File: config.mk
export PLATFORM = sky130hd
export DESIGN_NAME = cm_pipe_adder_flat
export DESIGN_NICKNAME = d
export VERILOG_FILES = /design/src/rtl/cm_pipe_adder_pkg.sv /design/src/rtl/cm_pipe_adder_if.sv /design/src/rtl/cm_add_digit.sv /design/src/rtl/cm_pipe_adder.sv /design/src/flat_wrapper.sv
export SDC_FILE = /design/constraint.sdc
export NUM_CORES = 1
export LEC_CHECK = 0
export CAP_MARGIN = 20
export CORE_MARGIN = 5
export CORE_UTILIZATION = 45
export CTS_CLUSTER_DIAMETER = 60
export DETAILED_ROUTE_END_ITERATION = 12
export MAX_ROUTING_LAYER = met4
export PLACE_DENSITY = 0.68
export SYNTH_ARGS = -nofsm -noshare
export SYNTH_HDL_FRONTEND = slang
export SYNTH_SLANG_ARGS = --single-unit
File: constraint.sdc
create_clock -name clk -period 5.85 [get_ports clk]
set_clock_uncertainty 0.1 [all_clocks]
set_input_delay 0.585 -clock clk [delete_from_list [all_inputs] [get_ports clk]]
set_output_delay 0.585 -clock clk [all_outputs]
set_load 0.005 [all_outputs]
File: src/rtl/cm_pipe_adder_pkg.sv
// cm_pipe_adder_pkg: shared types and helpers for the digit-pipelined adder.
// Optional subtract mode is enabled by defining CM_PIPE_ADDER_SUB_EN.
package cm_pipe_adder_pkg;

    // Widest operand the stage register layout can carry.
    localparam int CM_MAX_WIDTH = 64;

    // Number of register stages for a given operand width and digit size.
    function automatic int stages(input int width, input int digit);
        return width / digit;
    endfunction

    // One pipeline slot. Fields are sized for the widest build; a given
    // instance only uses the low WIDTH bits, the rest stay zero.
    //   sum    : result digits resolved by this and earlier stages
    //   opa_hi : operand A, digits above this stage still to be consumed
    //   opb_hi : operand B, same
    //   carry  : carry out of the digit resolved by this stage
    //   sub    : subtract select travelling with the operands
    typedef struct packed {
        logic                    valid;
        logic [CM_MAX_WIDTH-1:0] sum;
        logic [CM_MAX_WIDTH-1:0] opa_hi;
        logic [CM_MAX_WIDTH-1:0] opb_hi;
        logic                    carry;
        logic                    sub;
    } stage_t;

`ifdef CM_PIPE_ADDER_SUB_EN
    localparam logic OP_ADD = 1'b0;
    localparam logic OP_SUB = 1'b1;
`endif

endpackage

File: src/rtl/cm_pipe_adder_if.sv
// cm_pipe_adder_if: operand and result streams of cm_pipe_adder.
// in_sub is present only when CM_PIPE_ADDER_SUB_EN is defined.
//
// Handshake: a beat transfers on the rising edge where valid && ready are
// both 1. Once valid is raised the sender keeps valid and its payload
// stable until that transfer; ready may depend combinationally on the
// other side's state, valid never depends on ready.
interface cm_pipe_adder_if #(
    parameter int WIDTH = 8
);
    logic             in_valid;
    logic             in_ready;
    logic [WIDTH-1:0] in_a;
    logic [WIDTH-1:0] in_b;
    logic             in_cin;
`ifdef CM_PIPE_ADDER_SUB_EN
    logic             in_sub;
`endif
    logic             out_valid;
    logic             out_ready;
    logic [WIDTH-1:0] out_sum;
    logic             out_cout;
    logic             out_ovf;

    // Producer of operands and consumer of results.
    modport master (
`ifdef CM_PIPE_ADDER_SUB_EN
        output in_sub,
`endif
        output in_valid, in_a, in_b, in_cin, out_ready,
        input  in_ready, out_valid, out_sum, out_cout, out_ovf
    );

    // The adder itself.
    modport slave (
`ifdef CM_PIPE_ADDER_SUB_EN
        input  in_sub,
`endif
        input  in_valid, in_a, in_b, in_cin, out_ready,
        output in_ready, out_valid, out_sum, out_cout, out_ovf
    );
endinterface

File: src/rtl/cm_add_digit.sv
// cm_add_digit: combinational DIGIT-bit ripple slice. Besides the carry out
// it reports the carry into its top bit, used for signed overflow.
module cm_add_digit #(
    parameter int DIGIT = 2
) (
    input  logic [DIGIT-1:0] a_i,
    input  logic [DIGIT-1:0] b_i,
    input  logic             cin_i,
    output logic [DIGIT-1:0] sum_o,
    output logic             cout_o,
    output logic             cmsb_o
);
    assign {cout_o, sum_o} = {1'b0, a_i} + {1'b0, b_i} + {{DIGIT{1'b0}}, cin_i};

    // Sum bit = a ^ b ^ carry_in, so the carry into the top bit falls out.
    assign cmsb_o = sum_o[DIGIT-1] ^ a_i[DIGIT-1] ^ b_i[DIGIT-1];
endmodule

File: src/rtl/cm_pipe_adder.sv
// cm_pipe_adder: WIDTH-bit adder split into WIDTH/DIGIT register stages,
// one DIGIT-bit slice per stage, with valid/ready streams on both sides.
// Defining CM_PIPE_ADDER_SUB_EN adds in_sub (A - B - borrow_in).
module cm_pipe_adder
    import cm_pipe_adder_pkg::*;
#(
    parameter int WIDTH = 8,
    parameter int DIGIT = 2
) (
    input logic            clk,
    input logic            rst,
    cm_pipe_adder_if.slave bus
);
    localparam int STAGES = stages(WIDTH, DIGIT);

    if (WIDTH < 1 || DIGIT < 1) begin : g_bad_size
        $error("cm_pipe_adder: WIDTH and DIGIT must both be >= 1");
    end else if (WIDTH % DIGIT != 0) begin : g_bad_digit
        $error("cm_pipe_adder: WIDTH must be a multiple of DIGIT");
    end
    if (WIDTH > CM_MAX_WIDTH) begin : g_too_wide
        $error("cm_pipe_adder: WIDTH exceeds CM_MAX_WIDTH");
    end

    stage_t                        stage_q [STAGES];
    stage_t                        stage_d [STAGES];
    stage_t                        src     [STAGES];
    stage_t                        in_stage;
    logic                          msb_cin_q;
    logic                          msb_cin_d;
    logic                          adv;
    logic [STAGES-1:0][DIGIT-1:0]  dig_a;
    logic [STAGES-1:0][DIGIT-1:0]  dig_b;
    logic [STAGES-1:0][DIGIT-1:0]  dig_sum;
    logic [STAGES-1:0]             dig_cin;
    logic [STAGES-1:0]             dig_cout;
    logic [STAGES-1:0]             dig_cmsb;
    logic                          unused_bits;

    // The whole pipe moves as one unless a finished result is being held.
    assign adv          = !stage_q[STAGES-1].valid || bus.out_ready;
    assign bus.in_ready = adv;

    // Stage-0 source: the operand set at the input, zero-extended.
    always_comb begin
        in_stage                    = '0;
        in_stage.valid              = bus.in_valid;
        in_stage.opa_hi[WIDTH-1:0]  = bus.in_a;
        in_stage.opb_hi[WIDTH-1:0]  = bus.in_b;
`ifdef CM_PIPE_ADDER_SUB_EN
        in_stage.sub   = bus.in_sub;
        // Borrow-in becomes carry-in of the complemented subtrahend.
        in_stage.carry = (bus.in_sub == OP_SUB) ? ~bus.in_cin : bus.in_cin;
`else
        in_stage.sub   = 1'b0;
        in_stage.carry = bus.in_cin;
`endif
    end

    // Route each stage's predecessor and pick out the digit it resolves.
    always_comb begin
        src[0] = in_stage;
        for (int k = 1; k < STAGES; k++) begin
            src[k] = stage_q[k-1];
        end
        dig_a   = '0;
        dig_b   = '0;
        dig_cin = '0;
        for (int k = 0; k < STAGES; k++) begin
            dig_a[k]   = src[k].opa_hi[k*DIGIT +: DIGIT];
`ifdef CM_PIPE_ADDER_SUB_EN
            dig_b[k]   = (src[k].sub == OP_SUB) ? ~src[k].opb_hi[k*DIGIT +: DIGIT]
                                                :  src[k].opb_hi[k*DIGIT +: DIGIT];
`else
            dig_b[k]   = src[k].opb_hi[k*DIGIT +: DIGIT];
`endif
            dig_cin[k] = src[k].carry;
        end
    end

    for (genvar g = 0; g < STAGES; g++) begin : g_slice
        cm_add_digit #(.DIGIT(DIGIT)) u_digit (
            .a_i    (dig_a[g]),
            .b_i    (dig_b[g]),
            .cin_i  (dig_cin[g]),
            .sum_o  (dig_sum[g]),
            .cout_o (dig_cout[g]),
            .cmsb_o (dig_cmsb[g])
        );
    end

    // Next slot contents: predecessor's slot with this stage's digit filled in.
    always_comb begin
        for (int k = 0; k < STAGES; k++) begin
            stage_d[k]                        = src[k];
            stage_d[k].sum[k*DIGIT +: DIGIT]  = dig_sum[k];
            stage_d[k].carry                  = dig_cout[k];
        end
        msb_cin_d = dig_cmsb[STAGES-1];
    end

    // Pipeline registers: cleared by reset, otherwise shift together on adv.
    always_ff @(posedge clk) begin
        if (rst) begin
            for (int k = 0; k < STAGES; k++) begin
                stage_q[k] <= '0;
            end
            msb_cin_q <= 1'b0;
        end else if (adv) begin
            for (int k = 0; k < STAGES; k++) begin
                stage_q[k] <= stage_d[k];
            end
            msb_cin_q <= msb_cin_d;
        end
    end

    assign bus.out_valid = stage_q[STAGES-1].valid;
    assign bus.out_sum   = stage_q[STAGES-1].sum[WIDTH-1:0];
    assign bus.out_cout  = stage_q[STAGES-1].carry;
    assign bus.out_ovf   = stage_q[STAGES-1].carry ^ msb_cin_q;

    // Fold slot bits that this configuration never looks at (upper padding,
    // consumed operand digits, inner-slice top carries) into one sink.
    always_comb begin
        unused_bits = ^dig_cmsb;
        for (int k = 0; k < STAGES; k++) begin
            unused_bits = unused_bits ^ (^stage_q[k]);
        end
    end
endmodule
File: src/flat_wrapper.sv
// flat-port wrapper written by rule: the top's interface ports become plain ports
module cm_pipe_adder_flat import cm_pipe_adder_pkg::*;
#(
    parameter int WIDTH = 8,
    parameter int DIGIT = 2
)
  (clk, rst, bus_in_valid, bus_in_a, bus_in_b, bus_in_cin, bus_out_ready, bus_in_ready, bus_out_valid, bus_out_sum, bus_out_cout, bus_out_ovf);
  cm_pipe_adder_if #(.WIDTH(WIDTH)) bus_i ();
  input logic clk;
  input logic rst;
  input wire logic [$bits(bus_i.in_valid)-1:0] bus_in_valid;
  input wire logic [$bits(bus_i.in_a)-1:0] bus_in_a;
  input wire logic [$bits(bus_i.in_b)-1:0] bus_in_b;
  input wire logic [$bits(bus_i.in_cin)-1:0] bus_in_cin;
  input wire logic [$bits(bus_i.out_ready)-1:0] bus_out_ready;
  output wire logic [$bits(bus_i.in_ready)-1:0] bus_in_ready;
  output wire logic [$bits(bus_i.out_valid)-1:0] bus_out_valid;
  output wire logic [$bits(bus_i.out_sum)-1:0] bus_out_sum;
  output wire logic [$bits(bus_i.out_cout)-1:0] bus_out_cout;
  output wire logic [$bits(bus_i.out_ovf)-1:0] bus_out_ovf;
  assign bus_i.in_valid = bus_in_valid;
  assign bus_i.in_a = bus_in_a;
  assign bus_i.in_b = bus_in_b;
  assign bus_i.in_cin = bus_in_cin;
  assign bus_i.out_ready = bus_out_ready;
  assign bus_in_ready = bus_i.in_ready;
  assign bus_out_valid = bus_i.out_valid;
  assign bus_out_sum = bus_i.out_sum;
  assign bus_out_cout = bus_i.out_cout;
  assign bus_out_ovf = bus_i.out_ovf;
  cm_pipe_adder #(.WIDTH(WIDTH), .DIGIT(DIGIT)) u_core (.clk(clk), .rst(rst), .bus(bus_i));
endmodule
## Word level (Yosys, flattened, before mapping)

Memories as Yosys holds them, arrays and structs flattened.
Index checks and enable logic that the tools add are counted.

| operators by class | value |
|---|---|
| reductions and logical operators | 2 |
| multiplexer cells | 9 |
| add/subtract/negate cells | 8 |
| bitwise operators | 7 |

Operators with widths:

| kind | number |
|---|---|
| 2-to-1 mux 195 bit | 4 |
| adder 2 x 2 -> 3 bit | 4 |
| adder 3 x 1 -> 3 bit | 4 |
| 2-to-1 mux 1 bit | 5 |
| bitwise OR 1 bit | 4 |
| bitwise XOR 1 bit | 3 |
| zero test 1 bit | 1 |
| logical OR 1 bit | 1 |

| word-level totals | value |
|---|---|
| memories kept | 1 |
| word-level logic and storage cells | 28 |
| output and inout port bits | 12 |
| RAM bits | 780 |
| bits in registers | 1 |

Memory list:

| name | depth | width | read ports | clocked after Yosys merged registers in | write ports | RTL line | source |
|---|---|---|---|---|---|---|---|
| u_core.stage_q | 4 | 195 | 4 | 0 | 4 | cm_pipe_adder.sv:25 | `stage_t stage_q [STAGES];` |

## Logic depth before layout (Yosys ltp)

Gate-level depths: netlist of run 1.
An unclocked memory read counts as a cell.

| depth | value |
|---|---|
| depth in word-level cells | 7 |
| mapped depth | 5 |

## Modules after synthesis

A second synthesis of run 1 with hierarchy kept.

| unflattened totals | value |
|---|---|
| cell total of the unflattened synthesis | 168 |
| area, all modules | 2,790.2 µm² |

Modules (own cells, without submodules):

| module | instances | area an instance (µm²) | cells an instance | sequential area each (µm²) |
|---|---|---|---|---|
| cm_pipe_adder | 1 | 2,419.8 | 124 | 1,581.5 |
| cm_add_digit | 4 | 92.6 | 11 | 0.0 |

## Worst setup path after synthesis of run 1

OpenSTA, ideal clock, no wires.

| timing path | value |
|---|---|
| path kind | input to register |
| from | in rst |
| to | mem u_core.stage_q[0][130] in the netlist's numbering (enable) |
| stages on the path | 2 |
| arrival time | 2.067 ns |
| path slack | 3.265 ns |
| data required time | 5.332 ns |
| path through | buf_2 nand2b_1 |

RTL lines:

| item | RTL line | source |
|---|---|---|
| start, declared | flat_wrapper.sv:10 | `input logic rst;` |
| end, declared | cm_pipe_adder.sv:25 |  |

## Final worst setup path of run 1

| timing path | value |
|---|---|
| from | in bus_out_ready |
| to | out bus_in_ready |

| on the way | value |
|---|---|
| word-level cells in the longest chain between the ends | 1 |

RTL lines:

| item | RTL line | source |
|---|---|---|
| start, declared | flat_wrapper.sv:15 | `input wire logic [$bits(bus_i.out_ready)-1:0] bus_out_ready;` |
| logical OR 1 bit | cm_pipe_adder.sv:41 | `assign adv = !stage_q[STAGES-1].valid \|\| bus.out_ready;` |
| end, declared | flat_wrapper.sv:16 | `output wire logic [$bits(bus_i.in_ready)-1:0] bus_in_ready;` |

No other way between the ends.

==> impl_metrics.csv, run 1 <==
group,metric,value,unit
finish,drive_gt1_share,8.24,%
global_routing,antenna_found_initial,0,
placement,hpwl,1870,µm
sta,hold_viol,0,
worst_hold_path,hp-class,"reg2reg",
die,core,5070,µm²
critical_path,start_kind,"input pin",
die,die_y,82.2,µm
synth,synth-warning-count,0,
global_routing,grt_pass1_vias,1226,
global_routing,track_usage,10.9,%
synth,synth.distinct_cells,15,
finish,fin_nets,210,
global_routing,grt_max_degree,55,
synth,syn_inst,152,
sta,finalCritPeriodShare,50.2,%
finish,area_delta_synth_final,19.6,%
drt,drt_pass1_iterations,4,
placement,gp_congestion,0.720,
sta,report.final.slew_viol_count,0,
run,drv_cap,0,
critical_path,crit_start,"bus_out_ready",
sta,relSlewSlack,36.6,%
pwr,power_switching_share,18.8,%
clock_tree,ctsHtreeMaxLevel,2,
critical_path,r2r-start,"u_core.stage_q[2][1]",
die,start_util,46.3,%
drt,post_drt_wl_per_cell,12.5,µm
clock_tree,clk_pin_slew,0.08,ns
drt,ant_nets,0,
synth,synth_area,2350,µm²
pwr,power.share.sequential,59.8,%
global_routing,grt_first_pass_wirelength,5350,µm
critical_path,r2r_setup_slack,3.76,ns
drt,via_per_inst,4.81,
critical_path,end_kind,"output pin",
critical_path,cp.required,5.16,ns
placement,placed_area,2680,µm²
drt,wirelength,3160,µm
pwr,power,0.747,mW
pwr,comb_power_share,8.7,%
placement,io_buffers,32,
pwr,internal-power,0.606,mW
clock_tree,clk_latency,0.30,ns
pwr,p_switching,0.141,mW
finish,diodes,0,
status,outcome,"finished clean",
die,die_x,82.2,µm
pwr,peakVddDrop,0.133,mV
clock_tree,cts_tree,"built",
global_routing,overflow,0,
sta,fin_crit,2.93,ns
clock_tree,post_cts.repair.setup_buffers,0,
die,io-pin-count,33,
sta,tns,0,ns
drt,vias,1211,
synth,yosysSeqAreaShare,67.4,%
die,num_rows,26,
critical_path,worstPathArrival,2.25,ns
finish,design_area,2810,µm²
sta,timing.fmax,341,MHz
synth,syn_area_per_cell,15.4,µm²
clock_tree,clock_path_buffers,2,
critical_path,worst-setup-path-type,"in2out",
pwr,clkPwrFrac,31.5,%
clock_tree,cts_num_sinks,53,
critical_path,cp_max_fo,54,
clock_tree,hold_buffers,0,
sta,rsz0062_at_grt,"false",
drt,initialDrtViolationCount,46,
sta,setup_violations,0,
die,die-area,6760,µm²
worst_hold_path,hold_path_startpoint,"u_core.stage_q[1][72]",
drt,drc,0,
clock_tree,cts_root_buf,"clkbuf_8",
synth,syn-num-nets,181,
synth,synth_seq_cells,53,
sta,tightestPinTransition,0.952,ns
clock_tree,numCtsBuffers,5,
clock_tree,ctsResizeCount,0,
pwr,leakage,1.02,nW
pwr,p_per_area,266,nW/µm²
sequential cells by signal, summed over array words and instances, names as in the netlist:
name / flops
u_core.msb_cin_q: 1
u_core.stage_q: 52
power by group through the flow:
| stage | Sequential (mW) | Clock (mW) | Combinational [mW] |
|---|---|---|---|
| floorplan | 0.454 | 0 | 0.0387 |
| global placement | 0.455 | 0 | 0.0636 |
| detailed placement | 0.456 | 0 | 0.0652 |
| CTS | 0.447 | 0.243 | 0.0657 |
| global route | 0.449 | 0.259 | 0.0729 |
| finish | 0.447 | 0.235 | 0.0651 |
through the flow:
step	hold WS (ns)	setup WS, ns	util [%]	instances
floorplan	0.437	3.27	-	152
global placement	0.467	2.84	52.8	243
detailed placement	0.459	2.74	52.8	243
CTS	0.482	2.89	54.9	251
global route	0.509	2.78	55.3	252
finish	0.472	2.92	55.3	252
routing by layer:
metal | vias up | routed length, µm | GRT usage (%)
met5 | - | 0 | -
met4 | 0 | 57 | 4.49
met3 | 7 | 229 | 4.23
met2 | 35 | 1540 | 17.0
met1 | 580 | 1330 | 12.7
li1 | 589 | - | -
worst paths after layout:
kind,end,cells past startpoint
max reg2reg,u_core.msb_cin_q,5
min,u_core.stage_q[2][72],1
min reg2reg,u_core.stage_q[2][72],1
max,bus_in_ready,5
synth_stat cells (all sizes together):
| master | n | area share [%] |
|---|---|---|
| a211oi | 1 | 0.53 |
| buf | 8 | 3.0 |
| clkbuf | 4 | 0.64 |
| dfxtp | 1 | 0.85 |
| edfxtp | 52 | 67 |
| fa | 8 | 6.8 |
| inv | 21 | 3.4 |
| nand2b | 1 | 0.27 |
| nor2b | 1 | 0.27 |
| nor3 | 12 | 2.6 |
| nor3b | 41 | 14 |
| xor2 | 1 | 0.37 |
| xor3 | 1 | 1.0 |
cells in the final DEF, fill, tap and decap left out:
cell | Yosys | final
buf_12 | 0 | 1
nor3b_1 | 38 | 38
clkbuf_8 | 0 | 5
nor2b_4 | 0 | 1
inv_1 | 21 | 21
nor3b_2 | 3 | 3
fa_1 | 8 | 8
dfxtp_1 | 1 | 1
xor2_1 | 1 | 1
nor3_1 | 12 | 12
clkbuf_1 | 4 | 1
nand2b_2 | 0 | 1
buf_4 | 0 | 1
edfxtp_1 | 52 | 52
a211oi_2 | 1 | 1
clkdlybuf4s50_1 | 0 | 31
clkinv_1 | 0 | 1
buf_2 | 3 | 1
bufinv_16 | 0 | 1
xor3_1 | 1 | 1
critical path, stage by stage:
cell,delay [ns]
clkdlybuf4s50_1,0.46
nor2b_4,0.12
buf_4,0.46
inv_1,0.14
clkdlybuf4s50_1,0.48
layout make-up:
class	instances	area [µm²]
inverter	21	78.8
clock buffer	6	72.6
multi-input combinational	66	611
timing repair buffer	34	343
tap	70	87.6
sequential	53	1580
clock inverter	2	33.8
fill	442	2270
logic make-up after synthesis:
kind of cell / synth area share (%)
AOI/OAI and AO/OA: 0.533
xor gates and xnor gates: 1.39
adders and majority gates: 6.82
buffers and inverters: 7.04
DFF: 67.4
and+or+nand+nor: 16.8
(Power assumes the default switching activity.)
==> run 2: changes to the inputs <==
==> constraint.sdc (replaced) <==
create_clock -name clk -period 3 [get_ports clk]
set_clock_uncertainty 0.1 [all_clocks]
set_input_delay 0.3 -clock clk [delete_from_list [all_inputs] [get_ports clk]]
set_output_delay 0.3 -clock clk [all_outputs]
set_load 0.005 [all_outputs]
==> run 2 against run 1 <==
  * Worst setup slack got worse by 2.1 ns
  * Critical path depth is the same
  * Via count increased by 3.4%
  * Total power rose by 95%
  * Register-to-register slack lost 2.8 ns
  * Global-route usage increased by 1.0 points
  * Count of clock-buffer cells in the layout shrank 1
  * Die area did not move
  * Sequential power rose by 95%
  * Final cell count up 0.40%
  * Sequential cell count stayed put
  * Design area grew 0.45%
  * Critical path type unchanged
  * Critical endpoint unchanged
  * Largest power group unchanged
==> impl_metrics.csv, run 2 (synthesized netlist as in run 1, its figures left out) <==
group,metric,value,unit
global_routing,track_usage,12.0,%
global_routing,antenna_found_initial,0,
critical_path,end_kind,"output pin",
die,start_util,46.3,%
drt,initialDrtViolationCount,60,
global_routing,grt_max_degree,54,
critical_path,r2r_cells,5,
finish,fin_nets,212,
clock_tree,clock_path_buffers,2,
sta,fin_crit,2.16,ns
critical_path,endpoint,"bus_in_ready",
critical_path,cp.required,2.60,ns
worst_hold_path,hp-class,"reg2reg",
clock_tree,ctsHtreeMaxLevel,2,
drt,wirelength,3470,µm
drt,post_drt_wl_per_cell,13.7,µm
placement,hpwl,2310,µm
sta,finalCritPeriodShare,72.1,%
critical_path,reg2reg_to,"u_core.msb_cin_q",
critical_path,worst-setup-path-type,"in2out",
die,die_x,82.2,µm
sta,report.final.slew_viol_count,0,
placement,io_buffers,32,
global_routing,grt_pass1_vias,1322,
global_routing,overflow,0,
sta,hold_viol,0,
clock_tree,post_cts.repair.setup_buffers,0,
clock_tree,hold_buffers,0,
die,io-pin-count,33,
finish,largest_reg_flops,52,
critical_path,worstPathArrival,1.76,ns
finish,drive_gt1_share,9.84,%
critical_path,r2r-start,"u_core.stage_q[2][1]",
clock_tree,cts_num_sinks,53,
finish,area_delta_synth_final,20.1,%
die,num_rows,26,
sta,relSlewSlack,56.9,%
finish,layout_common_cells,"edfxtp_1, nor3b_1, clkdlybuf4s50_1, inv_1, nor3_1",
clock_tree,numCtsBuffers,5,
sta,timing.fmax,462,MHz
finish,diodes,0,
placement,gp_congestion,0.723,
clock_tree,cts_root_buf,"clkbuf_8",
finish,layout_commonest_cell,"edfxtp_1",
status,outcome,"finished clean",
die,die-area,6760,µm²
sta,rsz0062_at_grt,"false",
clock_tree,ctsResizeCount,0,
critical_path,cp_max_fo,25,
sta,setup_violations,0,
sta,tightestPinTransition,0.647,ns
critical_path,crit_start,"bus_out_ready",
drt,vias,1252,
drt,ant_nets,0,
die,die_y,82.2,µm
die,core,5070,µm²
finish,top_regs,"u_core.stage_q x52, u_core.msb_cin_q x1",
pwr,peakVddDrop,0.273,mV
finish,final_util,55.6,%
pwr,leakage,1.03,nW
worst_hold_path,hold_path_startpoint,"u_core.stage_q[1][73]",
clock_tree,cts_tree,"built",
critical_path,r2r_setup_slack,0.92,ns
pwr,p_per_area,518,nW/µm²
run,drv_cap,0,
clock_tree,clk_latency,0.30,ns
drt,via_per_inst,4.95,
clock_tree,clk_pin_slew,0.09,ns
drt,drc,0,
drt,drt_pass1_iterations,4,
sta,tns,0,ns
critical_path,start_kind,"input pin",
finish,regMostFlops,"u_core.stage_q",
global_routing,grt_first_pass_wirelength,5870,µm
run 2: cell count changes in the layout (fill, tap and decap cells not counted):
cell,delta
clkinv_1,-1
buf_4,+2
clkinv_2,+1
clkbuf_1,-1
run 2: through the flow:
stage | hold WS [ns] | power (mW) | cells | worst slack (ns) | instance area (µm²)
floorplan | 0.437 | 0.962 | 152 | 0.600 | 2350
CTS | 0.482 | 1.48 | 253 | 0.821 | 2820
global placement | 0.465 | 1.01 | 246 | 0.856 | 2720
finish | 0.475 | 1.46 | 253 | 0.836 | 2820
detailed placement | 0.463 | 1.02 | 246 | 0.800 | 2720
global route | 0.505 | 1.52 | 253 | 0.767 | 2820
run 2: report_power, final:
group          switching (mW)  internal (mW)  total [mW]
sequential             0.0123          0.860       0.872
combinational          0.0530         0.0779       0.131
clock                   0.214          0.243       0.457
total                   0.280           1.18        1.46
run 2: worst max-delay path, stage by stage:
cell and delay, ns:
clkdlybuf4s50_1 0.46, nor2b_4 0.16, buf_4 0.28, inv_1 0.10
clkdlybuf4s50_1 0.46
run 2: worst min-delay path by stage:
stage	endpoint	slack (ns)	cells past startpoint
2_1_floorplan	u_core.stage_q[1][70]	0.44	1
3_3_place_gp	u_core.stage_q[1][70]	0.47	1
3_5_place_dp	u_core.stage_q[2][73]	0.46	1
4_1_cts	u_core.stage_q[2][73]	0.48	1
5_1_grt	u_core.stage_q[2][72]	0.51	1
6_report	u_core.stage_q[2][73]	0.47	1
run 2: cell type report:
class	count	area, µm²
fillers	442	2250
flip-flops and latches	53	1580
multi-input cells	66	611
repair buffers	36	358
well taps	70	87.6
inverters	21	78.8
clock buffers	5	68.8
clock inverters	2	35.0
run 2: layer usage:
metal / track usage, % / part of all wire [%] / up-vias
met4: 4.49 / 1.2 / 0
li1: - / - / 595
met2: 20.4 / 52 / 31
met1: 13.2 / 41 / 621
met3: 3.58 / 5.6 / 5
met5: - / 0 / -
==> run 3: changes to the inputs <==
--- a/config.mk
+++ b/config.mk
@@ -11,7 +11,7 @@
 export CTS_CLUSTER_DIAMETER = 60
 export DETAILED_ROUTE_END_ITERATION = 12
 export MAX_ROUTING_LAYER = met4
-export PLACE_DENSITY = 0.68
+export PLACE_DENSITY = 0.7
 export SYNTH_ARGS = -nofsm -noshare
 export SYNTH_HDL_FRONTEND = slang
 export SYNTH_SLANG_ARGS = --single-unit
==> constraint.sdc (replaced) <==
create_clock -name clk -period 1.8 [get_ports clk]
set_clock_uncertainty 0.1 [all_clocks]
set_input_delay 0.18 -clock clk [delete_from_list [all_inputs] [get_ports clk]]
set_output_delay 0.18 -clock clk [all_outputs]
set_load 0.005 [all_outputs]
==> run 3 against run 2 <==
  * The run now ends with setup timing left
  * Largest power group unchanged
  * Design area grew 1.4%
  * Core utilization grew 0.76 points
  * Largest cell class unchanged
  * Register-to-register slack lost 1.0 ns
  * Clock power grew 46%
  * Combinational power grew 75%
  * Worst hold slack lost 0.28 ns
  * Sequential cell count is the same
==> impl_metrics.csv, run 3 (synthesized netlist as in run 1, its figures left out) <==
group,metric,value,unit
pwr,power_switching_share,19.8,%
die,num_rows,26,
status,outcome,"finished, violations left",
global_routing,grt_first_pass_wirelength,5690,µm
finish,design_area,2860,µm²
drt,via_per_inst,4.90,
clock_tree,cts_num_sinks,53,
die,start_util,46.3,%
finish,diodes,0,
clock_tree,ctsHtreeMaxLevel,2,
die,core,5070,µm²
pwr,clkPwrFrac,28.4,%
sta,relSlewSlack,71.5,%
clock_tree,numCtsBuffers,5,
placement,io_buffers,32,
sta,report.final.slew_viol_count,0,
finish,layout_common_cells,"edfxtp_1, nor3b_1, clkdlybuf4s50_1, inv_1, nor3_1",
critical_path,path_cells,"inv_2, fa_2, fa_1, xor3_1, a211oi_2",
clock_tree,cts_tree,"built",
run,drv_cap,0,
sta,whs,0.199,ns
finish,top_regs,"u_core.stage_q x52, u_core.msb_cin_q x1",
die,die_y,82.2,µm
sta,fin_ws,-0.120,ns
critical_path,start_kind,"flop",
finish,nFillCells,430,
clock_tree,cts_root_buf,"clkbuf_8",
status,violations,"setup timing",
placement,gp_congestion,0.743,
critical_path,worstPathArrival,2.04,ns
die,die_x,82.2,µm
pwr,p_switching,0.464,mW
global_routing,overflow,0,
sta,tightestPinTransition,0.428,ns
clock_tree,clk_pin_slew,0.09,ns
sta,finalCritPeriodShare,107,%
critical_path,critPathMaxStageDelay,0.55,ns
drt,drt_pass1_iterations,3,
die,die-area,6760,µm²
placement,hpwl,2270,µm
critical_path,cp.required,1.92,ns
placement,placed_area,2750,µm²
critical_path,slowest_stage,"fa_1",
critical_path,r2r-start,"u_core.stage_q[2][72]",
pwr,internal-power,1.88,mW
clock_tree,post_cts.repair.setup_buffers,0,
global_routing,track_usage,11.6,%
critical_path,cp_max_fo,2,
sta,rsz0062_at_grt,"true",
critical_path,worst-setup-path-type,"reg2reg",
pwr,leakage,1.03,nW
global_routing,antenna_found_initial,0,
finish,drive_gt1_share,13.5,%
drt,ant_nets,0,
pwr,p_per_area,821,nW/µm²
sta,fin_crit,1.92,ns
pwr,peakVddDrop,0.495,mV
sta,hold_viol,0,
sta,timing.fmax,521,MHz
finish,layout_commonest_cell,"edfxtp_1",
clock_tree,hold_buffers,0,
drt,drc,0,
clock_tree,clock_path_buffers,2,
clock_tree,clk_latency,0.29,ns
finish,regMostFlops,"u_core.stage_q",
drt,vias,1250,
worst_hold_path,hold_path_startpoint,"rst",
pwr,comb_power_share,9.8,%
finish,fin_nets,213,
drt,initialDrtViolationCount,112,
finish,area_delta_synth_final,21.8,%
critical_path,crit_start,"u_core.stage_q[2][72]",
finish,largest_reg_flops,52,
sta,setup_violations,1,
global_routing,grt_pass1_vias,1275,
drt,post_drt_wl_per_cell,13.7,µm
critical_path,r2r_setup_slack,-0.12,ns
die,io-pin-count,33,
critical_path,end_kind,"flop",
pwr,power.share.sequential,61.9,%
worst_hold_path,hp-class,"in2reg",
drt,wirelength,3490,µm
global_routing,grt_max_degree,48,
run 3: cell types whose count changed in the layout (fill, tap and decap cells not counted), sizes merged:
cell    previous run  this run
buf                5         6
clkinv             1         0
clkbuf             5         8
bufinv             1         0
run 3: power by group through the flow:
| stage | clock (mW) | sequential, mW | combinational [mW] |
|---|---|---|---|
| after floorplan | 0 | 1.48 | 0.125 |
| after CTS | 0.681 | 1.45 | 0.225 |
| final | 0.666 | 1.45 | 0.229 |
| after detailed placement | 0 | 1.48 | 0.224 |
| after global routing | 0.734 | 1.46 | 0.254 |
| after global placement | 0 | 1.48 | 0.213 |
run 3: per-stage QoR:
stage	TNS (ns)	cells	total power [mW]	setup WS, ns	util (%)
after detailed placement	-0.604	247	1.71	-0.291	54.2
after CTS	-0.134	255	2.36	-0.134	56.0
after global placement	-0.375	247	1.69	-0.204	54.2
after global routing	-0.211	255	2.45	-0.167	56.3
after floorplan	-0.743	152	1.60	-0.0270	-
final	-0.120	255	2.35	-0.120	56.3
run 3: cell type report:
cell class / instances / area (µm²) / share of cell area, %
tap: 70 / 87.6 / 3.06
sequential: 53 / 1580 / 55.3
clock buffer: 8 / 90.1 / 3.15
inverter: 21 / 78.8 / 2.76
multi-input combinational: 66 / 631 / 22.1
timing repair buffer: 37 / 390 / 13.7
run 3: worst paths after layout:
kind | endpoint | depth (start not counted)
worst max-delay path | u_core.msb_cin_q | 5
worst min-delay path | u_core.stage_q[0][131] | 2
worst max register to register | u_core.msb_cin_q | 5
worst min register to register | u_core.stage_q[2][72] | 1
run 3: worst max-delay path, delay by kind of cell, from the launching register on:
family | cells | cell delay (ns)
AOI/OAI and AO/OA | 1 | 0.18
xor gates and xnor gates | 1 | 0.24
buffers and inverters | 1 | 0.04
DFF | 1 | 0.35
adders and majority gates | 2 | 0.94
run 3: timing repair:
action,CTS,global route
cloned,0,0
setup endpoints to repair,1,5
hold endpoints to repair,0,0
gates resized for setup,1,5
run 3: routing by layer:
metal | track usage, % | share of wire (%) | vias to the layer above | wire length, µm
li1 | - | - | 596 | -
met1 | 13.7 | 43 | 617 | 1500
met2 | 19.2 | 50 | 31 | 1760
met3 | 3.25 | 5.5 | 6 | 192
met4 | 3.99 | 1.2 | 0 | 42
met5 | - | 0 | - | 0
